File: config.mk
export PLATFORM = sky130hd
export DESIGN_NAME = shift_seq_ctrl_flat
export DESIGN_NICKNAME = d
export VERILOG_FILES = /design/src/rtl/shift_seq_if.sv /design/src/rtl/shift_seq_ctrl.sv /design/src/flat_wrapper.sv
export SDC_FILE = /design/constraint.sdc
export NUM_CORES = 1
export LEC_CHECK = 0
export ABC_CLOCK_PERIOD_IN_PS = 5100
export CORE_MARGIN = 2
export CORE_UTILIZATION = 46
export CTS_CLUSTER_DIAMETER = 50
export DETAILED_ROUTE_END_ITERATION = 16
export PLACE_DENSITY = 0.83
export SYNTH_ARGS = -nofsm -noshare
export SYNTH_HDL_FRONTEND = slang
export SYNTH_SLANG_ARGS = --single-unit
File: constraint.sdc
create_clock -name clk -period 5.1 [get_ports clk]
set_clock_uncertainty 0.1 [all_clocks]
set_input_delay 1.275 -clock clk [delete_from_list [all_inputs] [get_ports clk]]
set_output_delay 1.275 -clock clk [all_outputs]
set_load 0.005 [all_outputs]
File: src/rtl/shift_seq_if.sv
// Command handshake bundle between a command source and the shift sequencer.
interface shift_seq_if #(
    parameter int WIDTH = 8,
    parameter int CNT_W = 4
);
    logic             cmd_valid;
    logic             cmd_ready;
    logic [2:0]       cmd_op;
    logic [CNT_W-1:0] cmd_amt;
    logic [WIDTH-1:0] cmd_data;

    modport master (output cmd_valid, cmd_op, cmd_amt, cmd_data, input cmd_ready);
    modport slave  (input cmd_valid, cmd_op, cmd_amt, cmd_data, output cmd_ready);
endinterface

File: src/rtl/shift_seq_ctrl.sv
// Command sequencer driving an 8-bit universal shift register (load / shift / rotate by N).
// Optional macro SHIFT_SEQ_CARRY_EN builds a carry register holding the last bit shifted out.
//
// state | meaning
// IDLE  | waiting for a command, cmd_ready high, mode hold
// LOAD  | parallel load presented to the register for one cycle
// SHIFT | shifting one position per cycle until the counter expires
// DONE  | one-cycle completion pulse, register holds its final value
module shift_seq_ctrl #(
    parameter int WIDTH = 8,
    parameter int CNT_W = 4
) (
    input  logic             clk,
    input  logic             rst,
    shift_seq_if.slave       cmd,
    input  logic [WIDTH-1:0] reg_q,
    output logic [1:0]       mode,
    output logic [WIDTH-1:0] data_in,
    output logic             shift_in_left,
    output logic             shift_in_right,
    output logic             busy,
    output logic             done,
    output logic             err,
    output logic             carry_out
);
    localparam logic [2:0] OP_LOAD = 3'b000;
    localparam logic [2:0] OP_SRL  = 3'b001;
    localparam logic [2:0] OP_SLL  = 3'b010;
    localparam logic [2:0] OP_SRA  = 3'b011;
    localparam logic [2:0] OP_ROR  = 3'b100;
    localparam logic [2:0] OP_ROL  = 3'b101;

    localparam logic [1:0] MODE_HOLD  = 2'b00;
    localparam logic [1:0] MODE_RIGHT = 2'b01;
    localparam logic [1:0] MODE_LEFT  = 2'b10;
    localparam logic [1:0] MODE_LOAD  = 2'b11;

    typedef enum logic [1:0] {
        ST_IDLE  = 2'd0,
        ST_LOAD  = 2'd1,
        ST_SHIFT = 2'd2,
        ST_DONE  = 2'd3
    } state_t;

    state_t           state;
    logic [2:0]       op_q;
    logic [CNT_W-1:0] cnt;

    assign cmd.cmd_ready = (state == ST_IDLE);

    always_ff @(posedge clk) begin
        if (rst) begin
            state   <= ST_IDLE;
            op_q    <= OP_LOAD;
            cnt     <= '0;
            mode    <= MODE_HOLD;
            data_in <= '0;
            busy    <= 1'b0;
            done    <= 1'b0;
            err     <= 1'b0;
        end else begin
            done <= 1'b0;
            err  <= 1'b0;
            case (state)
                ST_IDLE: begin
                    if (cmd.cmd_valid) begin
                        op_q    <= cmd.cmd_op;
                        cnt     <= cmd.cmd_amt;
                        data_in <= cmd.cmd_data;
                        case (cmd.cmd_op)
                            OP_LOAD: begin
                                state <= ST_LOAD;
                                mode  <= MODE_LOAD;
                                busy  <= 1'b1;
                            end
                            OP_SRL, OP_SRA, OP_ROR, OP_SLL, OP_ROL: begin
                                if (cmd.cmd_amt != '0) begin
                                    state <= ST_SHIFT;
                                    busy  <= 1'b1;
                                    mode  <= (cmd.cmd_op == OP_SLL || cmd.cmd_op == OP_ROL)
                                             ? MODE_LEFT : MODE_RIGHT;
                                end else begin
                                    state <= ST_DONE;
                                    done  <= 1'b1;
                                end
                            end
                            default: begin
                                state <= ST_DONE;
                                done  <= 1'b1;
                                err   <= 1'b1;
                            end
                        endcase
                    end
                end
                ST_LOAD: begin
                    state <= ST_DONE;
                    mode  <= MODE_HOLD;
                    busy  <= 1'b0;
                    done  <= 1'b1;
                end
                ST_SHIFT: begin
                    cnt <= cnt - CNT_W'(1);
                    if (cnt == CNT_W'(1)) begin
                        state <= ST_DONE;
                        mode  <= MODE_HOLD;
                        busy  <= 1'b0;
                        done  <= 1'b1;
                    end
                end
                ST_DONE: begin
                    state <= ST_IDLE;
                end
                default: begin
                    state <= ST_IDLE;
                    mode  <= MODE_HOLD;
                    busy  <= 1'b0;
                end
            endcase
        end
    end

    // Fill bits follow the live register so rotates and sign extension track each step.
    always_comb begin
        shift_in_left  = 1'b0;
        shift_in_right = 1'b0;
        if (state == ST_SHIFT) begin
            case (op_q)
                OP_SRA:  shift_in_left  = reg_q[WIDTH-1];
                OP_ROR:  shift_in_left  = reg_q[0];
                OP_ROL:  shift_in_right = reg_q[WIDTH-1];
                default: begin
                    shift_in_left  = 1'b0;
                    shift_in_right = 1'b0;
                end
            endcase
        end
    end

`ifdef SHIFT_SEQ_CARRY_EN
    always_ff @(posedge clk) begin
        if (rst) begin
            carry_out <= 1'b0;
        end else if (state == ST_IDLE && cmd.cmd_valid) begin
            carry_out <= 1'b0;
        end else if (state == ST_SHIFT) begin
            carry_out <= (mode == MODE_RIGHT) ? reg_q[0] : reg_q[WIDTH-1];
        end
    end
`else
    assign carry_out = 1'b0;
`endif
endmodule

File: src/flat_wrapper.sv
// flat-port wrapper written by rule: the top's interface ports become plain ports
module shift_seq_ctrl_flat 
#(
    parameter int WIDTH = 8,
    parameter int CNT_W = 4
)
  (clk, rst, reg_q, mode, data_in, shift_in_left, shift_in_right, busy, done, err, carry_out, cmd_cmd_valid, cmd_cmd_op, cmd_cmd_amt, cmd_cmd_data, cmd_cmd_ready);
  shift_seq_if #(.WIDTH(WIDTH), .CNT_W(CNT_W)) cmd_i ();
  input  logic clk;
  input  logic rst;
  input  logic [WIDTH-1:0] reg_q;
  output logic [1:0] mode;
  output logic [WIDTH-1:0] data_in;
  output logic shift_in_left;
  output logic shift_in_right;
  output logic busy;
  output logic done;
  output logic err;
  output logic carry_out;
  input wire logic [$bits(cmd_i.cmd_valid)-1:0] cmd_cmd_valid;
  input wire logic [$bits(cmd_i.cmd_op)-1:0] cmd_cmd_op;
  input wire logic [$bits(cmd_i.cmd_amt)-1:0] cmd_cmd_amt;
  input wire logic [$bits(cmd_i.cmd_data)-1:0] cmd_cmd_data;
  output wire logic [$bits(cmd_i.cmd_ready)-1:0] cmd_cmd_ready;
  assign cmd_i.cmd_valid = cmd_cmd_valid;
  assign cmd_i.cmd_op = cmd_cmd_op;
  assign cmd_i.cmd_amt = cmd_cmd_amt;
  assign cmd_i.cmd_data = cmd_cmd_data;
  assign cmd_cmd_ready = cmd_i.cmd_ready;
  shift_seq_ctrl #(.WIDTH(WIDTH), .CNT_W(CNT_W)) u_core (.clk(clk), .rst(rst), .cmd(cmd_i), .reg_q(reg_q), .mode(mode), .data_in(data_in), .shift_in_left(shift_in_left), .shift_in_right(shift_in_right), .busy(busy), .done(done), .err(err), .carry_out(carry_out));
endmodule
Word level (Yosys, flattened, before mapping)
Index checks and enable logic that the tools add are counted.
Word-level totals
  register bits after elaboration: 22
  input port bits: 26
  output and inout bits: 17
  logic and storage cells: 68
Cells by class
  add/sub/neg operators: 1
  eq/ne operators: 16
  mux-type cells: 28
  bitwise logic cells: 2
  reduce and logical (&&, ||, !) cells: 13
Operator list (count)
  3-bit equality test (second input constant): 4
  2-bit 2-to-1 mux: 6
  1-bit 2-to-1 mux: 11
  3-bit by 2-bit equality test with 1-bit output (second input constant): 3
  2-bit one-hot mux with 2 select lines: 2
  2-bit one-hot mux with 4 select lines: 1
  4-bit one-hot mux with 2 select lines: 1
  1-bit one-hot mux with 2 select lines: 3
  1-bit one-hot mux with 3 select lines: 2
  2-bit one-hot mux with 3 select lines: 1
  2-bit AND reduction: 3
  6-bit OR reduction: 1
  5-bit AND reduction: 1
  5-bit OR reduction: 1
  2-bit equality test (second input constant): 2
  4-bit by 1-bit equality test with 1-bit output (second input constant): 1
  4-bit 2-to-1 mux: 1
  4-bit nonzero test: 1
  4-bit by 1-bit subtractor with 4-bit output (second input constant): 1
  3-bit by 1-bit equality test with 1-bit output (second input constant): 1
  3-bit zero test: 1
  3-bit by 1-bit inequality test with 1-bit output (second input constant): 1
  3-bit by 2-bit inequality test with 1-bit output (second input constant): 1
  3-bit nonzero test: 1
  other kinds (8): 9

Depth between registers and ports, before layout
  depth after elaboration: 7
  mapped depth: 6

Worst setup path after synthesis
Ideal clock, no wire load.
  path kind: input to output
  from: in reg_q[7]
  to: out shift_in_left
  arrival: 1.514 ns
  data required time: 3.725 ns
  slack: 2.211 ns
  stages: 2
  buffers on the path: 0
  path through: nand4b_1 -> a21oi_1
Between the ends
  longest elaborated chain between the ends: 2
Ends and longest elaborated chain
  start, declared: line flat_wrapper.sv:11  | input logic [WIDTH-1:0] reg_q;
  1-bit one-hot mux with 2 select lines: line shift_seq_ctrl.sv:127  | case (op_q)
  1-bit 2-to-1 mux: line shift_seq_ctrl.sv:126  | if (state == ST_SHIFT) begin
  end, declared: line flat_wrapper.sv:14  | output logic shift_in_left;
No other way between the ends.

Worst setup path after layout
Same ends and word-level chain as after synthesis.

==> results.cfg <==
[drt]
wl_um = 2394
viasPerCell = 5.196
drcViolationCount = 0
routedWlPerCell_um = 12.03
ant_nets = 0
drt_iter0_drc = 10
vias = 1034
firstDrtPassIters = 2

[global_route]
overflow = 0
grt_pass1_vias = 931
antenna_found_initial = 0
grt_max_degree = 24
grt_pass1_wl_um = 3891
grt_use_total = 0.1808

[setup_path]
arrival_ns = 2.51
required_ns = 3.72
path_max_fanout = 2
cp_common_cell = clkdlybuf4s50_1
critical_path_class = in -> out
ff2ff_setup_slack_ns = 3.00
critPathLaunchType = input pin
end_kind = primary output
critical_path.max_stage_delay_ns = 0.52
path_cells = clkdlybuf4s50_1 -> nand4b_1 -> a21oi_1 -> clkdlybuf4s50_1
slowest_stage = clkdlybuf4s50_1

[final_layout]
diodes = 0
drive_gt1_frac = 0.07101
nFillCells = 210
multi_input_area_sq_um = 656.9
fin_nets = 204
ff_latch_area_sq_um = 440.4
synthToLayoutAreaGrowth_pct = 33.95

[synth]
ys_ff_latch = 22
synth-compound-area-share = 0.1829
syn_area_sq_mm = 0.001142
syn-num-nets = 169
synth_edf_count = 0
synthAdderAreaFrac = 0.07667
yosysTopAreaCellShare = 0.3855
synth_top_family_by_area = simple AND/OR/NAND/NOR gates
synth-xor-area-share = 0
syn_inst = 136
yosysMostFrequentCell = nand2_1
seq_area_frac_synth = 0.3855
syn_area_per_cell_sq_um = 8.400
synth_commonest_cells = 27 x nand2_1, 22 x dfxtp_1, 17 x a21oi_1
async_flop_share = 0
synth_cell_types = 37
synthTopCellsByArea = dfxtp_1 39%, nand2_1 8.9%, ha_1 7.7%, a21oi_1 7.4%, mux2i_1 2.6%
synthMuxAreaShare = 0.06243
synth_ff_type = dfxtp_1
synth_top_cell_by_area = dfxtp_1
synthSimpleGateAreaFrac = 0.2497
ys_warn_count = 0

[clock_network]
clk_pin_slew_worst_paths_ns = 0.11
cts_hold_buf = 0
cts.sinks = 22
post-cts-setup-buffers = 0
clock_latency_ns = 0.30
cts_tree = yes
post_cts_resized = 0
htreeDepth = 1
cts.path.max_buffers = 2
numCtsBuffers = 3
clock-root-buffer = clkbuf_4

[floorplanning]
core_area_sq_mm = 0.002410
die_w_um = 53.84
rows = 18
initial_core_util = 0.4740
die_area_sq_mm = 0.002898
ios = 43
dieHeight_um = 53.84

[worst_hold_path]
hold_path.class = reg -> reg

[status]
status = finished clean

[sta]
slew_headroom = 0.4919
maxSlewViolCount = 0
hold_viol_final = 0
setup_ws_ns = 1.216
period_share = 0.7615
fmax_mhz = 257.5
worst_slew_pin_slew_ns = 0.7597
setup_viol = 0
tns_ns = 0
period_needed_ns = 3.884
rsz0062_at_grt = no

[power_and_ir_drop]
max-vdd-ir-drop_mv = 0.3258
leakage_nw = 0.5881
power.total_mw = 0.6414
p_per_area_mw_per_mm2 = 419.1

[flow_run]
maxCapViolations = 0

[place]
portBuffers = 35
dp_slack_ns = 1.218
hpwl_um = 1831
place.gp.congestion = 0.7284
-- where the power goes --
group	internal, mW	switching (mW)
sequential	0.215	0.0284
combinational	0.165	0.157
clock	0.0275	0.0482
-- sequential cells by signal (all words and copies together) (netlist names) --
signal / count
u_core.done: 1
u_core.busy: 1
u_core.cnt: 4
u_core.state: 2
u_core.data_in: 8
u_core.err: 1
u_core.op_q: 3
u_core.mode: 2
-- cell type report --
| cell class | instances | area share |
|---|---|---|
| tap | 30 | 0.02453 |
| clock buffer | 3 | 0.01472 |
| inverter | 6 | 0.01472 |
| timing repair buffer | 35 | 0.2289 |
| sequential | 22 | 0.2878 |
| multi-input combinational | 103 | 0.4293 |
-- critical path: cells and delay by family --
kind / cells / cell delay, ns
compound gates: 1 / 0.15
buf+inv: 2 / 1.00
simple gates: 1 / 0.09
-- cell families after synthesis --
logic type               Yosys count
adder cells (fa/ha/maj)            7
flip-flops                        22
buffers and inverters             11
AO/OA/AOI/OAI                     32
AND/OR/NAND/NOR                   57
multiplexers                       6
other                              1
-- path summary, 6_finish.rpt --
kind	cells after the start	startpoint	end
min reg2reg	2	u_core.data_in[7]	u_core.data_in[7]
min	2	u_core.data_in[7]	u_core.data_in[7]
max	4	reg_q[7]	shift_in_left
max reg2reg	6	u_core.state[0]	u_core.mode[0]
-- stage by stage --
step | area, sq um | hold slack, ns | cells | utilization
after CTS | 1530 | 0.3660 | 199 | 0.6350
after detailed placement | 1508 | 0.3505 | 196 | 0.6256
after global placement | 1508 | 0.3435 | 196 | 0.6256
after global routing | 1530 | 0.3860 | 199 | 0.6350
after floorplan | 1142 | 0.3395 | 136 | -
final | 1530 | 0.3671 | 199 | 0.6350
-- layer usage --
layer	wire length, um	global-route usage	vias up
li1	-	-	537
met1	1056	0.2151	467
met2	1158	0.3313	28
met3	158	0.02778	2
met4	20	0.05128	0
met5	0	0	-
-- layout by cell type (no fill, tap or decap), types with 2 or more instances in the layout --
cell type / synthesis / routed
nor3_1: 5 / 5
nand2_1: 27 / 27
inv_1: 5 / 5
mux2i_1: 3 / 3
nor2_1: 8 / 8
o21ai_0: 5 / 5
mux2_4: 2 / 2
a211oi_1: 2 / 2
dfxtp_1: 22 / 22
nor2b_1: 2 / 2
nor3b_1: 3 / 3
a21oi_1: 17 / 17
clkdlybuf4s50_1: 0 / 35
and2b_2: 3 / 3
clkbuf_4: 0 / 3
ha_1: 7 / 7
Power figures use the tool's default switching activity.
